[src/rtl/imm_gen_pipe.sv]
// Immediate generator with a two-entry (output + skid) elastic stage.
// Optional 8-bit illegal-format counter on err_count when IMM_GEN_PIPE_ERRCNT_EN is defined.
module imm_gen_pipe #(
    parameter int XLEN  = 32,
    parameter int TAG_W = 4
) (
    input  logic             clk,
    input  logic             reset,
    input  logic [31:0]      IR,
    input  logic [2:0]       ExtendSign,
    input  logic [TAG_W-1:0] in_tag,
    input  logic             in_valid,
    output logic             in_ready,
    output logic [XLEN-1:0]  out,
    output logic [TAG_W-1:0] out_tag,
    output logic             out_err,
    output logic             out_valid,
    input  logic             out_ready
`ifdef IMM_GEN_PIPE_ERRCNT_EN
    ,
    output logic [7:0]       err_count
`endif
);

    typedef enum logic [1:0] {
        EMPTY = 2'd0,
        ONE   = 2'd1,
        TWO   = 2'd2
    } state_t;

    state_t state, state_nx;

    logic [31:0]      raw;
    logic [XLEN-1:0]  dec_imm;
    logic             dec_err;
    logic [XLEN-1:0]  skid_imm;
    logic [TAG_W-1:0] skid_tag;
    logic             skid_err;
    logic             accept, xfer;
    logic             load_out, load_skid, skid_to_out;
    logic             unused_opcode;

    assign unused_opcode = ^IR[6:0];

    // Every format is first formed as a 32-bit value whose bit 31 is the
    // intended extension bit (zero for SHAMT/ZIMM), so one signed widen covers all.
    always_comb begin
        raw     = '0;
        dec_err = 1'b0;
        case (ExtendSign)
            3'b000: raw = {{20{IR[31]}}, IR[31:20]};
            3'b001: raw = {{20{IR[31]}}, IR[31:25], IR[11:7]};
            3'b010: raw = {{19{IR[31]}}, IR[31], IR[7], IR[30:25], IR[11:8], 1'b0};
            3'b011: raw = {IR[31:12], 12'b0};
            3'b100: raw = {{11{IR[31]}}, IR[31], IR[19:12], IR[20], IR[30:21], 1'b0};
            3'b101: raw = {26'b0, (XLEN == 64) ? IR[25] : 1'b0, IR[24:20]};
            3'b110: raw = {27'b0, IR[19:15]};
            default: begin
                raw     = '0;
                dec_err = 1'b1;
            end
        endcase
    end

    assign dec_imm   = XLEN'(signed'(raw));
    assign out_valid = (state != EMPTY);
    assign accept    = in_valid && in_ready;
    assign xfer      = out_valid && out_ready;

    always_comb begin
        state_nx    = state;
        load_out    = 1'b0;
        load_skid   = 1'b0;
        skid_to_out = 1'b0;
        case (state)
            EMPTY: begin
                if (accept) begin
                    state_nx = ONE;
                    load_out = 1'b1;
                end
            end
            ONE: begin
                if (accept && xfer) begin
                    load_out = 1'b1;
                end else if (accept) begin
                    state_nx  = TWO;
                    load_skid = 1'b1;
                end else if (xfer) begin
                    state_nx = EMPTY;
                end
            end
            TWO: begin
                if (xfer) begin
                    state_nx    = ONE;
                    skid_to_out = 1'b1;
                end
            end
            default: state_nx = EMPTY;
        endcase
    end

    always_ff @(posedge clk) begin
        if (reset) begin
            state    <= EMPTY;
            in_ready <= 1'b1;
            out      <= '0;
            out_tag  <= '0;
            out_err  <= 1'b0;
            skid_imm <= '0;
            skid_tag <= '0;
            skid_err <= 1'b0;
        end else begin
            state    <= state_nx;
            in_ready <= (state_nx != TWO);
            if (load_out) begin
                out     <= dec_imm;
                out_tag <= in_tag;
                out_err <= dec_err;
            end else if (skid_to_out) begin
                out     <= skid_imm;
                out_tag <= skid_tag;
                out_err <= skid_err;
            end
            if (load_skid) begin
                skid_imm <= dec_imm;
                skid_tag <= in_tag;
                skid_err <= dec_err;
            end
        end
    end

`ifdef IMM_GEN_PIPE_ERRCNT_EN
    always_ff @(posedge clk) begin
        if (reset) begin
            err_count <= '0;
        end else if (xfer && out_err && (err_count != 8'hFF)) begin
            err_count <= err_count + 8'd1;
        end
    end
`endif

endmodule

[config.mk]
export PLATFORM = sky130hd
export DESIGN_NAME = imm_gen_pipe
export DESIGN_NICKNAME = d
export VERILOG_FILES = /design/src/rtl/imm_gen_pipe.sv
export SDC_FILE = /design/constraint.sdc
export NUM_CORES = 1
export LEC_CHECK = 0
export ABC_AREA = 1
export CORE_MARGIN = 4
export CORE_UTILIZATION = 34
export CTS_CLUSTER_DIAMETER = 50
export DETAILED_ROUTE_END_ITERATION = 7
export PLACE_DENSITY = 0.68
export SYNTH_ARGS = -nofsm -noshare
export SYNTH_HDL_FRONTEND = slang
export SYNTH_SLANG_ARGS = --single-unit
[constraint.sdc]
create_clock -name clk -period 1.2 [get_ports clk]
set_input_delay 0.18 -clock clk [delete_from_list [all_inputs] [get_ports clk]]
set_output_delay 0.18 -clock clk [all_outputs]
set_load 0.02 [all_outputs]
==> flow_summary.yaml <==
clocking:
  clkSinkCount: 77
  cts_tree: "done"
  htreeDepth: 3
  ctsLongestPathBuffers: 2
  cts_root_buf: "clkbuf_8"
  clk_latency_ns: 0.35
  numCtsBuffers: 9
  clkTransAtPathRegs_ns: 0.09
yosys:
  yosysWarnings: 0
  yosysSeqAreaShare: 0.424
  synth_nets: 602
  postSynthAreaPerCell_um2: 6.50
  ys_ff_latch: 77
  synth.distinct_cells: 24
  synthCells: 559
  synth_area_mm2: 0.00363
final_layout:
  utilization: 0.581
  finalNonFillerCells: 816
  area_delta_synth_final_pct: 65.8
  num_antenna_cells: 0
  nNetsFinal: 719
  drive_above_1_share: 0.399
worst_setup_path:
  path_class: "flip-flop to flip-flop"
  cp_max_fo: 6
  arrival_ns: 1.69
  worst_setup_path_start_kind: "flip-flop"
  setup.worst_path.end_class: "flip-flop"
  crit_required_ns: 1.48
grt:
  grt_max_degree: 24
  overflow: 0
  busiest_layer: "met2"
  use_met1: 0.253
  grtUsageTotal: 0.203
  antenna_found_initial: 0
  grt_util_met2: 0.346
  grt_pass1_vias: 4233
  gr-usage-met3: 0.0495
  grt_pass1_wl_um: 20700
routing:
  drt_iter0_drc: 300
  num_vias: 4174
  wl_um: 13100
  via_per_inst: 5.12
  drc: 0
  ant_nets: 0
  wl_per_cell_um: 16.1
  dr.pass1.iters: 5
sta:
  fmax_mhz: 710
  finalClockSkew_ns: 0.0103
  period_share: 1.17
  drv_slew: 0
  rsz0062_at_grt: "yes"
  finalHoldViolCount: 0
  relSlewSlack: 0.782
  min_period_ns: 1.41
  worstMarginPinSlew_ns: 0.326
  final.setup.worst_slack_ns: -0.208
  setup_viol: 76
place:
  dp_hpwl_um: 7540
  io_buffers: 74
  routabilityCongestion: 0.815
  place_inst: 774
power:
  peakVddDrop_uv: 786
  p_per_area_mw_per_mm2: 1170
  p_leak_nw: 2.98
die:
  num_io_pins: 82
  die_width_um: 111
  die_h_um: 111
  rows: 37
  start_util: 0.350
  dieArea_mm2: 0.0124
  fp.coreArea_mm2: 0.0104
status:
  status: "finished with violations"
  violations: "negative setup slack"
hold_path:
  hp-class: "input pin to flip-flop"
flow_run:
  max_cap_viol_count: 0
layer usage:
layer / wire, um / part of all wire
met1: 5390 / 0.41
met2: 6630 / 0.51
met3: 899 / 0.069
met4: 195 / 0.015
met5: 0 / 0
cells by family after synthesis:
kind of cell           share of synthesized area
and+or+nand+nor                            0.372
AOI/OAI and AO/OA                          0.113
DFF                                        0.424
buffers and inverters                     0.0909
layout make-up:
class / count / area [um2]
clock inverters: 4 / 95.1
fillers: 885 / 4340
multi-input cells: 411 / 2450
repair buffers: 139 / 1440
clock buffers: 11 / 151
inverters: 38 / 175
well taps: 136 / 170
flip-flops and latches: 77 / 1550
stage by stage:
stage / area (um2) / hold slack [ns] / setup TNS, ns / power [mW] / worst slack, ns
after global placement: 4770 / 0.431 / -28.21 / 4.21 / -0.445
after global routing: 6030 / 0.471 / -11.80 / 7.35 / -0.243
after floorplan: 3650 / 0.312 / -0.301 / 3.58 / -0.0153
after detailed placement: 4770 / 0.441 / -30.61 / 4.23 / -0.457
final: 6030 / 0.442 / -7.82 / 7.06 / -0.208
after CTS: 5860 / 0.418 / -6.49 / 6.94 / -0.149
power breakdown:
group	internal, mW	switching (mW)
combinational	0.777	1.02
clock	1.48	0.980
sequential	2.71	0.0999
total	4.97	2.10
registers in the layout (all words and copies together), names as in the netlist:
name      count
in_ready      1
out_tag       4
skid_imm     32
out_err       1
state         2
out          32
skid_tag      4
skid_err      1
layout by cell type (no fill, tap or decap), types with 8 or more instances in the layout:
cell	count
clkbuf_8	11
nand2_2	33
a21oi_2	26
buf_4	33
o21ai_0	8
buf_6	10
nand2_1	170
nand2_4	29
clkbuf_2	24
inv_1	32
a21oi_1	20
nor2_1	36
nand3_2	19
o21ai_1	8
nand3_1	21
clkdlybuf4s50_1	32
buf_12	15
dfxtp_1	74
nor2_2	10
buf_2	9
path summary, 6_finish.rpt:
| check | start | to | slack, ns | cells after the start |
|---|---|---|---|---|
| worst min register to register | skid_tag[1] | skid_tag[1] | 0.46 | 2 |
| worst max register to register | state[0] | skid_imm[13] | -0.21 | 9 |
| worst max-delay path | state[0] | skid_imm[13] | -0.21 | 9 |
| worst min-delay path | in_tag[2] | skid_tag[2] | 0.44 | 3 |
synth_stat cells:
master | number | area share
dfxtp_1 | 77 | 0.42
a21oi_1 | 47 | 0.065
nand2_2 | 2 | 0.0034
clkbuf_1 | 8 | 0.0083
a21boi_0 | 1 | 0.0021
o21a_1 | 1 | 0.0021
buf_1 | 1 | 0.0010
buf_4 | 6 | 0.012
nand2_1 | 229 | 0.24
o21ai_1 | 1 | 0.0014
nand3_1 | 45 | 0.062
nand3_4 | 1 | 0.0048
nor2_4 | 2 | 0.0062
o31ai_1 | 1 | 0.0021
o21ai_0 | 23 | 0.032
inv_1 | 32 | 0.033
inv_2 | 6 | 0.0062
a21boi_1 | 3 | 0.0062
buf_2 | 15 | 0.021
nand4_1 | 2 | 0.0034
a21oi_2 | 1 | 0.0024
nand2_4 | 1 | 0.0031
buf_6 | 3 | 0.0093
nor2_1 | 51 | 0.053
critical path, stage by stage, from the launching register on:
cell and delay (ns):
dfxtp_2 0.37, inv_4 0.05, buf_6 0.11, a21oi_4 0.13
nand2_4 0.11, inv_8 0.11, buf_12 0.13, buf_16 0.12
nand2_2 0.06, a21oi_2 0.13
repair_timing:
item                                    in CTS  in global routing
endpoints found under the setup margin     114                108
pin swaps                                   27                 41
cloned                                       9                  1
hold endpoints to repair                     0                  0
hold buffers                                 0                  0
gates resized for setup                    226                140
buffers inserted                            19                  3
(Power assumes the default switching activity.)
